File: src/rtl/cpu_seq_ctrl_if.sv
// Bundle between the sequencer and the datapath it controls: the decoder
// control fields and the shared memory-port handshake going in, and the
// strobes and status coming out.
interface cpu_seq_ctrl_if;
    // decoder control bundle and run control
    logic        dec_reg_write_en;
    logic        dec_mem_write_en;
    logic        dec_mem2reg_en;
    logic [7:0]  dec_exception;
    logic        halt;
    // shared memory port
    logic        mem_ack;
    logic        mem_req;
    logic        mem_we;
    logic        mem_is_fetch;
    // datapath strobes and status
    logic        ir_load;
    logic        rf_write;
    logic        pc_write;
    logic        trap_valid;
    logic [7:0]  trap_code;
    logic        retire;
    logic [31:0] instret;
    logic        halted;

    // datapath / memory side
    modport master (
        output dec_reg_write_en, dec_mem_write_en, dec_mem2reg_en, dec_exception,
        output halt, mem_ack,
        input  mem_req, mem_we, mem_is_fetch, ir_load, rf_write, pc_write,
        input  trap_valid, trap_code, retire, instret, halted
    );

    // sequencer side
    modport slave (
        input  dec_reg_write_en, dec_mem_write_en, dec_mem2reg_en, dec_exception,
        input  halt, mem_ack,
        output mem_req, mem_we, mem_is_fetch, ir_load, rf_write, pc_write,
        output trap_valid, trap_code, retire, instret, halted
    );
endinterface

File: src/rtl/cpu_seq_ctrl.sv
// Multi-cycle MIPS sequencer: fetch, decode settle, optional memory phase,
// commit. Shares one memory port between fetch and load/store and turns
// decoder exceptions and memory timeouts into a one-cycle trap strobe.
module cpu_seq_ctrl #(
    parameter int unsigned MEM_TIMEOUT  = 255,
    parameter logic [7:0]  BUS_ERR_CODE = 8'h03
) (
    input  logic          clk,
    input  logic          rst_n,
    cpu_seq_ctrl_if.slave bus
);
    typedef enum logic [2:0] {
        S_BOOT, S_FETCH, S_DECODE, S_EXEC, S_MEM, S_WB, S_TRAP, S_HALTED
    } state_t;

    localparam logic [7:0] TIMEOUT_LIM = 8'(MEM_TIMEOUT);

    state_t      r_state;
    state_t      w_state_next;
    logic [7:0]  r_wait_cnt;
    logic [7:0]  r_trap_code;
    logic [31:0] r_instret;
    logic        w_mem_phase;
    logic        w_timeout;

    logic        w_mem_req;
    logic        w_mem_we;
    logic        w_mem_is_fetch;
    logic        w_rf_write;
    logic        w_pc_write;
    logic        w_trap_valid;
    logic        w_retire;
    logic        w_halted;

    // A request is outstanding in FETCH and MEM; an ack on the limit cycle wins.
    assign w_mem_phase = (r_state == S_FETCH) || (r_state == S_MEM);
    assign w_timeout   = w_mem_phase && !bus.mem_ack && (r_wait_cnt == TIMEOUT_LIM);

    // State register
    always_ff @(posedge clk or negedge rst_n) begin
        if (!rst_n) r_state <= S_BOOT;
        else        r_state <= w_state_next;
    end

    // Wait counter: counts unacked request cycles, cleared in any non-memory
    // state so it starts from zero on every entry to FETCH or MEM
    always_ff @(posedge clk or negedge rst_n) begin
        if (!rst_n)                         r_wait_cnt <= 8'd0;
        else if (w_mem_phase && !bus.mem_ack) r_wait_cnt <= r_wait_cnt + 8'd1;
        else                                r_wait_cnt <= 8'd0;
    end

    // Trap cause: decoder code captured in DECODE, bus error on timeout
    always_ff @(posedge clk or negedge rst_n) begin
        if (!rst_n)                    r_trap_code <= 8'h00;
        else if (r_state == S_DECODE)  r_trap_code <= bus.dec_exception;
        else if (w_timeout)            r_trap_code <= BUS_ERR_CODE;
    end

    // Retired-instruction counter, wraps naturally at 2^32
    always_ff @(posedge clk or negedge rst_n) begin
        if (!rst_n)               r_instret <= 32'd0;
        else if (r_state == S_WB) r_instret <= r_instret + 32'd1;
    end

    // Next-state and Moore output decode
    always_comb begin
        w_state_next   = r_state;
        w_mem_req      = 1'b0;
        w_mem_we       = 1'b0;
        w_mem_is_fetch = 1'b0;
        w_rf_write     = 1'b0;
        w_pc_write     = 1'b0;
        w_trap_valid   = 1'b0;
        w_retire       = 1'b0;
        w_halted       = 1'b0;
        case (r_state)
            S_BOOT: w_state_next = S_FETCH;
            S_FETCH: begin
                w_mem_req      = 1'b1;
                w_mem_is_fetch = 1'b1;
                if (bus.mem_ack)    w_state_next = S_DECODE;
                else if (w_timeout) w_state_next = S_TRAP;
            end
            S_DECODE: begin
                if (bus.dec_exception != 8'h00) w_state_next = S_TRAP;
                else                            w_state_next = S_EXEC;
            end
            S_EXEC: begin
                if (bus.dec_mem_write_en || bus.dec_mem2reg_en) w_state_next = S_MEM;
                else                                            w_state_next = S_WB;
            end
            S_MEM: begin
                w_mem_req = 1'b1;
                w_mem_we  = bus.dec_mem_write_en;
                if (bus.mem_ack)    w_state_next = S_WB;
                else if (w_timeout) w_state_next = S_TRAP;
            end
            S_WB: begin
                w_rf_write   = bus.dec_reg_write_en;
                w_pc_write   = 1'b1;
                w_retire     = 1'b1;
                w_state_next = bus.halt ? S_HALTED : S_FETCH;
            end
            S_TRAP: begin
                w_trap_valid = 1'b1;
                w_pc_write   = 1'b1;
                w_state_next = bus.halt ? S_HALTED : S_FETCH;
            end
            S_HALTED: begin
                w_halted = 1'b1;
                if (!bus.halt) w_state_next = S_FETCH;
            end
            default: w_state_next = S_BOOT;
        endcase
    end

    assign bus.mem_req      = w_mem_req;
    assign bus.mem_we       = w_mem_we;
    assign bus.mem_is_fetch = w_mem_is_fetch;
    assign bus.ir_load      = bus.mem_ack && (r_state == S_FETCH);
    assign bus.rf_write     = w_rf_write;
    assign bus.pc_write     = w_pc_write;
    assign bus.trap_valid   = w_trap_valid;
    assign bus.trap_code    = w_trap_valid ? r_trap_code : 8'h00;
    assign bus.retire       = w_retire;
    assign bus.instret      = r_instret;
    assign bus.halted       = w_halted;
endmodule
File: src/flat_wrapper.sv
// flat-port wrapper written by rule: the top's interface ports become plain ports
module cpu_seq_ctrl_flat 
#(
    parameter int unsigned MEM_TIMEOUT  = 255,
    parameter logic [7:0]  BUS_ERR_CODE = 8'h03
)
  (clk, rst_n, bus_dec_reg_write_en, bus_dec_mem_write_en, bus_dec_mem2reg_en, bus_dec_exception, bus_halt, bus_mem_ack, bus_mem_req, bus_mem_we, bus_mem_is_fetch, bus_ir_load, bus_rf_write, bus_pc_write, bus_trap_valid, bus_trap_code, bus_retire, bus_instret, bus_halted);
  cpu_seq_ctrl_if bus_i ();
  input  logic clk;
  input  logic rst_n;
  input wire logic [$bits(bus_i.dec_reg_write_en)-1:0] bus_dec_reg_write_en;
  input wire logic [$bits(bus_i.dec_mem_write_en)-1:0] bus_dec_mem_write_en;
  input wire logic [$bits(bus_i.dec_mem2reg_en)-1:0] bus_dec_mem2reg_en;
  input wire logic [$bits(bus_i.dec_exception)-1:0] bus_dec_exception;
  input wire logic [$bits(bus_i.halt)-1:0] bus_halt;
  input wire logic [$bits(bus_i.mem_ack)-1:0] bus_mem_ack;
  output wire logic [$bits(bus_i.mem_req)-1:0] bus_mem_req;
  output wire logic [$bits(bus_i.mem_we)-1:0] bus_mem_we;
  output wire logic [$bits(bus_i.mem_is_fetch)-1:0] bus_mem_is_fetch;
  output wire logic [$bits(bus_i.ir_load)-1:0] bus_ir_load;
  output wire logic [$bits(bus_i.rf_write)-1:0] bus_rf_write;
  output wire logic [$bits(bus_i.pc_write)-1:0] bus_pc_write;
  output wire logic [$bits(bus_i.trap_valid)-1:0] bus_trap_valid;
  output wire logic [$bits(bus_i.trap_code)-1:0] bus_trap_code;
  output wire logic [$bits(bus_i.retire)-1:0] bus_retire;
  output wire logic [$bits(bus_i.instret)-1:0] bus_instret;
  output wire logic [$bits(bus_i.halted)-1:0] bus_halted;
  assign bus_i.dec_reg_write_en = bus_dec_reg_write_en;
  assign bus_i.dec_mem_write_en = bus_dec_mem_write_en;
  assign bus_i.dec_mem2reg_en = bus_dec_mem2reg_en;
  assign bus_i.dec_exception = bus_dec_exception;
  assign bus_i.halt = bus_halt;
  assign bus_i.mem_ack = bus_mem_ack;
  assign bus_mem_req = bus_i.mem_req;
  assign bus_mem_we = bus_i.mem_we;
  assign bus_mem_is_fetch = bus_i.mem_is_fetch;
  assign bus_ir_load = bus_i.ir_load;
  assign bus_rf_write = bus_i.rf_write;
  assign bus_pc_write = bus_i.pc_write;
  assign bus_trap_valid = bus_i.trap_valid;
  assign bus_trap_code = bus_i.trap_code;
  assign bus_retire = bus_i.retire;
  assign bus_instret = bus_i.instret;
  assign bus_halted = bus_i.halted;
  cpu_seq_ctrl #(.MEM_TIMEOUT(MEM_TIMEOUT), .BUS_ERR_CODE(BUS_ERR_CODE)) u_core (.clk(clk), .rst_n(rst_n), .bus(bus_i));
endmodule
File: config.mk
export PLATFORM = sky130hd
export DESIGN_NAME = cpu_seq_ctrl_flat
export DESIGN_NICKNAME = d
export VERILOG_FILES = /design/src/rtl/cpu_seq_ctrl_if.sv /design/src/rtl/cpu_seq_ctrl.sv /design/src/flat_wrapper.sv
export SDC_FILE = /design/constraint.sdc
export NUM_CORES = 1
export LEC_CHECK = 0
export CAP_MARGIN = 20
export CORE_UTILIZATION = 25
export CTS_CLUSTER_SIZE = 30
export DETAILED_ROUTE_END_ITERATION = 7
export DONT_BUFFER_PORTS = 1
export HOLD_SLACK_MARGIN = 0.15
export PLACE_DENSITY = 0.4
export SYNTH_ARGS = -nofsm -noshare
export SYNTH_HDL_FRONTEND = slang
export SYNTH_SLANG_ARGS = --single-unit
File: constraint.sdc
create_clock -name clk -period 2.6 [get_ports clk]
set_input_delay 0.52 -clock clk [delete_from_list [all_inputs] [get_ports clk]]
set_output_delay 0.52 -clock clk [all_outputs]
set_load 0.005 [all_outputs]
==> impl_results.rst <==
.. list-table::
   :header-rows: 1

   * - Metric
     - Value
   * - Die extent in y
     - 101 µm
   * - Net switching power
     - 736 µW
   * - Filler instances
     - 1005
   * - Result of the run
     - finished, final reports clean
   * - Worst Tran Pin Value
     - 0.722 ns
   * - Endpoint arrival time on the critical path
     - 1.78 ns
   * - Floorplan Core Area
     - 9370 µm²
   * - Root buffer cell
     - sky130_fd_sc_hd__clkbuf_8
   * - Headroom to the max-slew limit
     - 51.5%
   * - Proportion of register bits with asynchronous set or reset after synthesis
     - 100%
   * - Ys flop type
     - sky130_fd_sc_hd__dfrtp_1
   * - Clock tree from TritonCTS
     - done
   * - Yosys warns
     - 0
   * - Max Slew Vio Count
     - 0
   * - Number of diodes added for antenna fixing
     - 0
   * - Maximum fanout along the worst path
     - 12
   * - Share of synthesized cell area in and, or, nand and nor gates
     - 25.8%
   * - Post-synthesis compound-gate area fraction
     - 4.82%
   * - Worst reg-to-reg setup slack
     - 0.65 ns
   * - Hold Buf Count CTS
     - 2
   * - Proportion of total power due to net switching
     - 35.2%
   * - Vias
     - 1688
   * - Final standard cell count with taps included and fillers excluded
     - 364
   * - Final cycle utilization of the critical path
     - 88.5%
   * - Number of detailed-route iterations in the first pass
     - 4
   * - Most frequent standard cell in the layout excluding fill and tap cells
     - sky130_fd_sc_hd__dfrtp_1
   * - Worst skew pair latency
     - 0.30 ns
   * - Lkg Pwr
     - 0.00120 µW
   * - Distinct cell type count of the synthesized netlist
     - 38
   * - Wire length of the first global-routing pass
     - 8.79 mm
   * - Worst setup path start
     - u_core.r_state[1]
   * - Min Tclk post-route
     - 2.30 ns
   * - Share of post-route cells with drive strength above 1
     - 9.79%
   * - Post-synthesis sequential element count
     - 51
   * - Final weighted congestion in routability-driven placement
     - 0.673
   * - Startpoint Class
     - flip-flop
   * - Placed Instances
     - 354
   * - Post-detailed-route DRC marker count
     - 0
   * - Sequential group share of total power
     - 52.7%
   * - Multiplexer area fraction after synthesis
     - 0.461%
   * - Setup TNS
     - 0 ns
   * - Worst Skew
     - 0.00742 ns
   * - Number of cell rows
     - 35
   * - Crit. End Element
     - output port
   * - Required time at the worst-slack endpoint
     - 2.08 ns
   * - Synthesized netlist net count
     - 246
   * - Sum of net half-perimeters after detailed placement
     - 3.81 mm
   * - Portion of total power attributed to combinational logic
     - 25.4%
   * - Min-delay worst type
     - input port to flip-flop
   * - Routed wire per std cell
     - 14.9 µm
   * - Fin. Hold Viols
     - 0
   * - Via-to-Cell Ratio
     - 4.64
   * - Die Area
     - 10200 µm²
   * - Final-report setup violation count
     - 0
   * - Number of nets in the final layout
     - 251
   * - Main combinational cell family by area after synthesis
     - simple AND/OR/NAND/NOR gates
   * - Number of global-route vias before repair
     - 1690
   * - Number of I/O pins
     - 64
   * - Overall overflow remaining after global route
     - 0
   * - Post-synthesis sequential area ratio
     - 52.3%
   * - Pre-CTS setup slack
     - 0.606 ns
   * - Post-CTS setup-driven buffer insertion count
     - 0
   * - Total power density per cell area
     - 769 nW/µm²
   * - Starting density of the core
     - 26.1%
   * - Fmax
     - 0.435 GHz
   * - Drt total wl
     - 5.43 mm
   * - Post-route antenna net violation count
     - 0
   * - Number of enable flip-flop cells after synthesis
     - 0
   * - Total routing resource utilization after global routing
     - 11.4%
   * - Pin count of the biggest net entering global routing
     - 52
   * - Cells on worst reg2reg path
     - 4
   * - Synth Area in XOR/XNOR
     - 13.6%
   * - Worst reg2reg startpoint
     - u_core.bus.instret[10]
   * - Layout area overhead
     - 11.3%
   * - Post-synthesis instance total
     - 229
   * - Capture instance of the worst register-to-register path
     - u_core.bus.instret[28]
   * - Area of placed instances
     - 2590 µm²
   * - Initial antenna violation count
     - 0
   * - Setup slack of the critical path after layout
     - 0.299 ns
   * - Cell Area, Synth
     - 2440 µm²
   * - Portion of total power attributed to the clock network
     - 21.9%
   * - Worst Path Class, Setup
     - flip-flop to output port
   * - Port Buffers
     - 0
   * - Chip Width
     - 101 µm
   * - Post-Layout Inst Area
     - 2720 µm²
   * - Termination of the worst setup path
     - bus_pc_write
   * - Worst vdd rail ir drop
     - 0.000428 V
   * - Number of violations reported at the end of detailed-routing iteration 0
     - 46
   * - Synth Area in Adders
     - 1.02%
   * - CTS-repair resized insts
     - 0
   * - Max-cap check violation count
     - 0
   * - Count of H-tree levels built during CTS
     - 2
   * - CTS max path bufs
     - 2
   * - Clk slew on worst S/H paths
     - 0.10 ns
   * - TritonCTS Buffers
     - 5
   * - Commonest cells after routing, fill and taps aside
     - 51 x sky130_fd_sc_hd__dfrtp_1, 28 x sky130_fd_sc_hd__xnor2_1, 22 x sky130_fd_sc_hd__nor2_1, 22 x sky130_fd_sc_hd__nand2_1, 15 x sky130_fd_sc_hd__and3_1
   * - Internal Pwr Total
     - 1350 µW
   * - Clk sink count
     - 51
   * - Average cell area after synthesis
     - 10.7 µm²
   * - RSZ-0062 raised after global routing
     - no
==> stage by stage <==
step / power (µW) / util, % / hold slack, ns
floorplan: 1470 / - / 0.224
global placement: 1630 / 27.7 / 0.226
detailed placement: 1640 / 27.7 / 0.226
CTS: 2140 / 29.0 / 0.336
global route: 2260 / 29.0 / 0.327
finish: 2090 / 29.0 / 0.351
==> worst max-delay path: stages (launching register included) <==
cell and delay, ns:
sky130_fd_sc_hd__dfrtp_1 0.50, sky130_fd_sc_hd__nor2b_1 0.61, sky130_fd_sc_hd__and2_1 0.25, sky130_fd_sc_hd__or2_2 0.13
==> synthesized netlist by cell type (4+ instances only) <==
library cell               instances  area share (%)
sky130_fd_sc_hd__a21oi_1           4            0.82
sky130_fd_sc_hd__a22o_1            6             2.2
sky130_fd_sc_hd__and2_1            4             1.0
sky130_fd_sc_hd__and3_1           15             3.8
sky130_fd_sc_hd__clkbuf_1          5            0.77
sky130_fd_sc_hd__dfrtp_1          51              52
sky130_fd_sc_hd__inv_1             5            0.77
sky130_fd_sc_hd__nand2_1          22             3.4
sky130_fd_sc_hd__nand3_1          12             2.5
sky130_fd_sc_hd__nand4_1          11             2.8
sky130_fd_sc_hd__nor2_1           22             3.4
sky130_fd_sc_hd__xnor2_1          28              10
sky130_fd_sc_hd__xor2_1           10             3.6
==> how the worst min path moves through the flow <==
stage                     cells after the start  slack (ns)                      to            startpoint
after floorplan                               0        0.22   u_core.bus.instret[0]                 rst_n
after global placement                        0        0.23  u_core.bus.instret[13]                 rst_n
after detailed placement                      0        0.23  u_core.bus.instret[10]                 rst_n
after CTS                                     1        0.34   u_core.r_trap_code[2]  bus_dec_exception[2]
after global routing                          1        0.33   u_core.r_trap_code[7]  bus_dec_exception[7]
final                                         1        0.35   u_core.r_trap_code[2]  bus_dec_exception[2]
==> power groups by stage <==
stage          logic [µW]  clock network (µW)  registers [µW]
4_1_cts               542                 489            1110
5_1_grt               603                 524            1130
3_5_place_dp          519                   0            1120
2_1_floorplan         425                   0            1050
6_report              531                 458            1100
3_3_place_gp          512                   0            1120
==> per-layer routing <==
metal / global-route usage [%] / wire, µm / part of all wire [%] / vias up
met3: 4.92 / 320 / 5.9 / 2
met5: 0 / 0 / 0 / -
li1: - / - / - / 806
met2: 17.3 / 2580 / 47 / 56
met1: 14.4 / 2490 / 46 / 824
met4: 4.12 / 38 / 0.70 / 0
==> area by class of cell <==
class	instances	area [µm²]	area share, %
inverter	5	18.8	0.691
timing repair buffer	5	60.1	2.21
tap	129	161	5.94
sequential	51	1280	47.0
clock inverter	2	12.5	0.460
clock buffer	6	72.6	2.67
multi-input combinational	166	1120	41.1
==> kinds of logic after synthesis <==
logic type      Yosys count
compound gates           15
xor+xnor                 38
fa+ha+maj                 2
buf+inv                  12
flops                    51
mux                       1
simple gates            110
==> state kept, by name (all words and copies together) (netlist names) <==
register and flops:
u_core.bus.instret 32, u_core.r_wait_cnt 8, u_core.r_state 3, u_core.r_trap_code 8
Note: power is estimated with default switching activity, not from simulation.
